**src/rtl/lane_scheduler.sv**
```systemverilog
// Round-robin burst arbiter: four 8-bit lanes -> one registered byte stream, 1-cycle accept-to-output, stalls lanes when Salida is held.
// Optional LANE0_PRIO_EN: lane 0 wins every arbitration it participates in; default build is pure round-robin.
module lane_scheduler #(
  parameter int MAX_BURST = 4
) (
  input  logic       clk_4f,
  input  logic       reset,
  input  logic [7:0] Entrada0,
  input  logic [7:0] Entrada1,
  input  logic [7:0] Entrada2,
  input  logic [7:0] Entrada3,
  input  logic       validEntrada0,
  input  logic       validEntrada1,
  input  logic       validEntrada2,
  input  logic       validEntrada3,
  output logic       ready0,
  output logic       ready1,
  output logic       ready2,
  output logic       ready3,
  output logic [7:0] Salida,
  output logic       validsalida,
  input  logic       readySalida,
  output logic [1:0] grant,
  output logic       active
);

  typedef enum logic {IDLE, BURST} state_t;

  localparam logic [3:0] LAST_BEAT = 4'(MAX_BURST - 1);

  logic [3:0][7:0] lane_dat;
  logic [3:0]      lane_vld;

  state_t     state_q, state_d;
  logic [1:0] ptr_q, ptr_d;
  logic [1:0] grant_q, grant_d;
  logic [3:0] beat_q, beat_d;
  logic [7:0] dat_q, dat_d;
  logic       vld_q, vld_d;

  logic       can_acc;
  logic       sel_vld;
  logic       xfer;
  logic       found;
  logic [1:0] pick;

  assign lane_dat = {Entrada3, Entrada2, Entrada1, Entrada0};
  assign lane_vld = {validEntrada3, validEntrada2, validEntrada1, validEntrada0};

  assign can_acc = !vld_q || readySalida;
  assign sel_vld = lane_vld[grant_q];
  // Reset gates the handshake so a lane byte in flight during reset is never acked.
  assign xfer    = (state_q == BURST) && sel_vld && can_acc && !reset;

  always_comb begin
    found = |lane_vld;
    pick  = ptr_q;
    // Walk offsets from farthest to nearest so the lane closest to ptr wins.
    for (int k = 3; k >= 0; k--) begin
      if (lane_vld[ptr_q + 2'(k)]) begin
        pick = ptr_q + 2'(k);
      end
    end
`ifdef LANE0_PRIO_EN
    if (lane_vld[0]) begin
      pick = 2'd0;
    end
`else
`endif
  end

  always_ff @(posedge clk_4f) begin
    if (reset) begin
      state_q <= IDLE;
      ptr_q   <= 2'd0;
      grant_q <= 2'd0;
      beat_q  <= 4'd0;
      dat_q   <= 8'h00;
      vld_q   <= 1'b0;
    end else begin
      state_q <= state_d;
      ptr_q   <= ptr_d;
      grant_q <= grant_d;
      beat_q  <= beat_d;
      dat_q   <= dat_d;
      vld_q   <= vld_d;
    end
  end

  always_comb begin
    state_d = state_q;
    ptr_d   = ptr_q;
    grant_d = grant_q;
    beat_d  = beat_q;
    dat_d   = dat_q;
    vld_d   = vld_q;

    case (state_q)
      IDLE: begin
        if (found) begin
          state_d = BURST;
          grant_d = pick;
          beat_d  = 4'd0;
        end
      end
      BURST: begin
        if (!sel_vld) begin
          state_d = IDLE;
          ptr_d   = grant_q + 2'd1;
        end else if (xfer) begin
          if (beat_q == LAST_BEAT) begin
            state_d = IDLE;
            ptr_d   = grant_q + 2'd1;
          end else begin
            beat_d = beat_q + 4'd1;
          end
        end
      end
      default: state_d = IDLE;
    endcase

    // A new byte overwrites the one being drained in the same cycle, so bursts run gap-free.
    if (xfer) begin
      dat_d = lane_dat[grant_q];
      vld_d = 1'b1;
    end else if (readySalida) begin
      vld_d = 1'b0;
    end
  end

  always_comb begin
    active      = (state_q == BURST);
    grant       = grant_q;
    Salida      = dat_q;
    validsalida = vld_q;
    ready0      = xfer && (grant_q == 2'd0);
    ready1      = xfer && (grant_q == 2'd1);
    ready2      = xfer && (grant_q == 2'd2);
    ready3      = xfer && (grant_q == 2'd3);
  end

endmodule

```
**config.mk**
```make
export PLATFORM = sky130hd
export DESIGN_NAME = lane_scheduler
export DESIGN_NICKNAME = d
export VERILOG_FILES = /design/src/rtl/lane_scheduler.sv
export SDC_FILE = /design/constraint.sdc
export NUM_CORES = 1
export LEC_CHECK = 0
export BUFFER_PORTS_ARGS = -buffer_cell sky130_fd_sc_hd__buf_2
export CAP_MARGIN = 10
export CORE_AREA = 2 2 53 55
export CTS_CLUSTER_SIZE = 14
export DETAILED_ROUTE_END_ITERATION = 6
export DIE_AREA = 0 0 55 57
export PLACE_DENSITY = 0.79
export SYNTH_ARGS = -nofsm -noshare
export SYNTH_HDL_FRONTEND = slang
export SYNTH_SLANG_ARGS = --single-unit
```
**constraint.sdc**
```tcl
create_clock -name clk_4f -period 2 [get_ports clk_4f]
set_clock_uncertainty 0.1 [all_clocks]
set_input_delay 0.1 -clock clk_4f [delete_from_list [all_inputs] [get_ports clk_4f]]
set_output_delay 0.1 -clock clk_4f [all_outputs]
set_load 0.02 [all_outputs]
```
**Word level (Yosys, flattened, before mapping)**

Index checks and enable logic that the tools add are counted.

- Multiplexer cells: 31
- Add/subtract/negate cells: 5
- Equality and inequality tests: 10
- Bitwise operators: 1
- Reductions and logical operators: 16
- Magnitude comparators: 5

Operators by type and width:

| cell | count |
|---|---|
| $bmux 8 s2 | 1 |
| $mux 4 | 4 |
| $lt 2x3->1 const B | 5 |
| $mux 2 | 7 |
| $mux 1 | 11 |
| $bmux 1 s2 | 5 |
| $mux 8 | 1 |
| $ne 2x1->1 const B | 4 |
| $pmux 4 s2 | 1 |
| $logic_and 1x1->1 | 7 |
| $add 2x1->2 const B | 2 |
| $add 2x2->2 const B | 2 |
| $add 4x1->4 const B | 1 |
| $eq 2x2->1 const B | 2 |
| $eq 4x2->1 const B | 1 |
| $ne 2x2->1 const B | 2 |
| $reduce_and 4->1 | 1 |
| $reduce_or 4->1 | 1 |
| $reduce_and 3->1 | 1 |
| $eq 2x1->1 const B | 1 |
| $logic_not 1->1 | 2 |
| $logic_not 2->1 | 1 |
| $pmux 1 s2 | 1 |
| $reduce_and 2->1 | 1 |
| 3 further kinds | 3 |

- Register bits: 18
- Input port bits: 39

**Logic depth before layout (Yosys ltp)**

- Depth after elaboration: 8
- Gate-level depth with buffers: 6
- Mapped depth without buffers: 4

**Worst setup path before layout**

No wires, ideal clock.

- Kind: reg2reg
- From: register grant_q[1], in the netlist grant[1]
- To: register beat_q[2]
- Required time: 1785 ps
- Clock period less this slack: 1955 ps
- Setup slack: 45 ps
- Cell stages (with the launch flop): 6
- Arrival time: 1740 ps
- Path through: dfxtp_1 mux4_2 and4b_1 buf_6 and4b_4 a31o_1

- Cells in the longest elaborated chain, start to end: 7
- Elaborated cells between the ends (all ways): 8
- Classes of those cells: 2 x eq/ne; 2 x mux; 4 x reduce/logical

RTL lines:

| item | RTL line | RTL |
|---|---|---|
| start: declaration | 36 | `logic [1:0] grant_q, grant_d;` |
| start signal: assignment | 83 | `grant_q <= grant_d;` |
| $bmux 1 s2 (*) | 51 | `assign sel_vld = lane_vld[grant_q];` |
| $mux 1 (not written as such) (*) | 51 |  |
| $logic_and 1x1->1 (3 in series) | 53 | `assign xfer = (state_q == BURST) && sel_vld && can_acc && !reset;` |
| $ne 2x1->1 (no source line) | n/a |  |
| $reduce_and 4->1 (no source line) (*) | n/a |  |
| end signal: assignment | 84 | `beat_q <= beat_d;` |
| end: declaration | 37 | `logic [3:0] beat_q, beat_d;` |

Every way passes the cells marked *; elsewhere a longest branch is shown, timed or not. The select of a mux whose other input is x is not followed.
A chain may end at the register's enable or synchronous reset.

**Worst setup path after layout**

- From: register grant_q[1], in the netlist grant[1]
- To: output port ready1

- Cells in the longest elaborated chain, start to end: 6
- Elaborated cells between the ends (all ways): 7
- Classes of those cells: 1 x eq/ne; 2 x mux; 4 x reduce/logical

RTL lines:

| item | RTL line | RTL |
|---|---|---|
| $bmux 1 s2 | 51 |  |
| $mux 1 (not written as such) | 51 |  |
| $logic_and 1x1->1 (3 in series) | 53 |  |
| $logic_and 1x1->1 (*) | 137 | `ready1 = xfer && (grant_q == 2'd1);` |
| end: declaration | 17 | `output logic ready1,` |

Marks and branches as above.

==> results by group <==
Run status
  – Status: finished, final reports clean

Logic synthesis
  – Synth warn: 0
  – Mapped Nets: 153
  – Synth Register Bits: 18
  – Synthesized area: roughly 0.0011 sq mm
  – Avg Inst Size Synth: about 10 sq um
  – Syn Inst Count: around 110
  – Leading area contributor after synthesis: dfxtp_1
  – Synth unique cells: 31
  – Post-synthesis sequential area ratio: between 30 and 40%
  – Yosys top cell area share: around 32%
  – Largest cells by area after synthesis: dfxtp_1, mux4_2, mux2i_1

Floorplanning
  – Die area: 0.003135 sq mm
  – Initial Util: approximately 43%
  – Core area: around 0.0026 sq mm
  – I/O pin cnt: 55
  – Chip height: approximately 57 microns
  – Rows: 19
  – Die width: approximately 55 microns

Placed design
  – Placed cell area: roughly 0.0014 sq mm
  – PortBufs: 54
  – Final HPWL DP: 2140 microns
  – Last weighted congestion value of the routability-driven placer: ~0.73

STA
  – Max-slew violation count: 0
  – Unrepaired setup endpoints after global routing: false
  – Hold Vio Cnt, Final: 0
  – Setup Viol. Count Final: 0
  – Period utilisation layout: a little over nine tenths
  – Slew HR: a little over three fifths
  – Fin crit period: between 1.5 and 2 ns
  – Highest Clock Rate: 522.7 MHz
  – Final hold slack: 0.02548 ns
  – Setup TNS Final: 0 ns
  – Worst-margin pin slew: approximately 0.56 ns

Route
  – Total number of vias: approximately 1100
  – Vias per inst: ~5.4
  – Iteration-0 DRC count of the detailed router: 11
  – Final wirelength: between 2000 and 3000 microns
  – DR WL/cell: ~14 microns
  – TritonRoute pass-1 iters: 4
  – Final ANT Viol Nets: 0
  – DRC: 0

Run
  – Maxcap violations: 0

Global route
  – Total Routing Usage GR: a little under a fifth
  – Pin count of the biggest net entering global routing: 21
  – Initial antenna violation count: 0
  – Global route total overflow: 0
  – Vias in the first global route: 1018
  – First-pass GRT wire length: about 4300 microns

Critical path
  – Worst path buffer plus inverter count: 1
  – Critical path's slowest cell: mux4_2
  – Crit-path max FO: 7
  – CP required: ~1.8 ns
  – Critical path launch point: grant[1]$_SDFFE_PP0P_
  – WS Path Type: register to output port
  – CP peak stage delay: about 0.52 ns
  – Crit. End Element: output port
  – CP delay by family, top: multiplexers
  – WP data arrival: 1.71 ns
  – Critical path, cell by cell: mux4_2 > and4b_4 > and2_1 > buf_2
  – Crit path launch type: register
  – Worst r2r src: grant[1]$_SDFFE_PP0P_

Final layout
  – Final Cell Area: around 0.0015 sq mm
  – Post-layout util: 56.12%
  – Commonest non-fill, non-tap cell in the layout: buf_2
  – Ant diodes: 0
  – Share of post-route cells with drive strength above 1: a little under half
  – Most frequent cells in the layout: buf_2, dfxtp_1, nor2_1
  – Layout area overhead: 30.48%
  – # nets final: 212

Hold path
  – Worst Hold Class: input pin to register
  – Hold_sp: readySalida

Clock network
  – Clock-pin slew of the registers on the worst-case setup and hold paths: ~0.10 ns
  – Clock Latency Late Sink: between 0.2 and 0.3 ns
  – TritonCTS Buffers: 3
  – Deepest clock path buffer count: 2
  – Post-CTS Hold Fix Bufs: 0
  – CTS tree: built
  – Root buffer cell: clkbuf_4
  – Clock sink count: 18
  – CTS H-tree lvls: 1

Power
  – VDD IR-drop max: ~400 uV
  – Leakage: ~0.66 nW
  – PD cells: roughly 540 mW/mm^2
synthesized netlist by cell type, drive strengths merged:
| library cell | n |
|---|---|
| dfxtp | 18 |
| nor2 | 12 |
| mux2i | 11 |
| mux4 | 9 |
| nand2 | 7 |
| a21oi | 6 |
| ha | 5 |
| and2 | 4 |
| inv | 4 |
| nor2b | 4 |
| buf | 3 |
| clkbuf | 3 |
| nand2b | 3 |
| o21ai | 3 |
| a31o | 2 |
| and4b | 2 |
| a2111oi | 1 |
| a211o | 1 |
| a211oi | 1 |
| and3 | 1 |
| mux2 | 1 |
| nand4 | 1 |
| nand4b | 1 |
| nor3b | 1 |
| nor4 | 1 |
| o221ai | 1 |
| o41ai | 1 |
| or4 | 1 |
| or4b | 1 |
report_power, final:
part	internal (W)	switching (W)	total [W]	leakage [nW]
combinational	0.000119	0.000109	0.000229	0.504
clock	0.0000700	0.000106	0.000176	0.0138
sequential	0.000378	0.0000151	0.000394	0.147
worst min-delay path, delay by kind of cell:
family                 cells  cell delay, ns
AO/OA/AOI/OAI              1            0.07
buffers and inverters      1            0.07
AND/OR/NAND/NOR            1            0.13
area by class of cell:
| cell class | count | area (sq um) |
|---|---|---|
| Clock buffer | 3 | 22.52 |
| Inverter | 4 | 15.01 |
| Multi-Input combinational cell | 81 | 714.4 |
| Timing Repair Buffer | 60 | 315.3 |
| Tap cell | 31 | 38.79 |
| Fill cell | 240 | 1147 |
| Sequential cell | 18 | 361.6 |
stage by stage:
| stage | setup slack (ns) | cells | total power (W) |
|---|---|---|---|
| 6_report | 0.08669 | 197 | 0.0007981 |
| 5_1_grt | 0.01720 | 197 | 0.0008455 |
| 4_1_cts | 0.03986 | 197 | 0.0008084 |
| 3_5_place_dp | 0.09652 | 192 | 0.0006270 |
| 3_3_place_gp | 0.1488 | 192 | 0.0006176 |
| 2_1_floorplan | 0.04495 | 109 | 0.0005447 |
path summary, 6_finish.rpt:
path / cells past startpoint / slack, ns / to
worst max register to register: 6 / 0.16 / Salida[2]$_SDFFE_PP0P_
worst max-delay path: 4 / 0.09 / ready1
worst min-delay path: 3 / 0.03 / validsalida$_SDFFE_PP0P_
worst min register to register: 2 / 0.40 / Salida[4]$_SDFFE_PP0P_
state kept, by name, indices dropped and copies added, names as in the netlist:
name / count
grant: 2
ptr_q: 2
Salida: 8
beat_q: 4
active: 1
validsalida: 1
repair_timing:
| item | in CTS | in global routing |
|---|---|---|
| pin swaps | 1 | 0 |
| gates resized for setup | 2 | 1 |
| setup endpoints to repair | 4 | 4 |
| buffers inserted | 2 | 0 |
kinds of logic after synthesis:
family / share of synthesized area (%)
compound gates: 9.345
fa+ha+maj: 5.562
buf+inv: 4.782
flops: 32.04
mux: 28.81
simple gates: 19.47
routing by layer:
| metal | part of all wire (%) | global-route usage (%) |
|---|---|---|
| met1 | 38 | 21.25 |
| met2 | 56 | 33.33 |
| met3 | 4.9 | 6.283 |
| met4 | 0.78 | 5.226 |
| met5 | 0 | 0 |
Power figures use the tool's default switching activity.
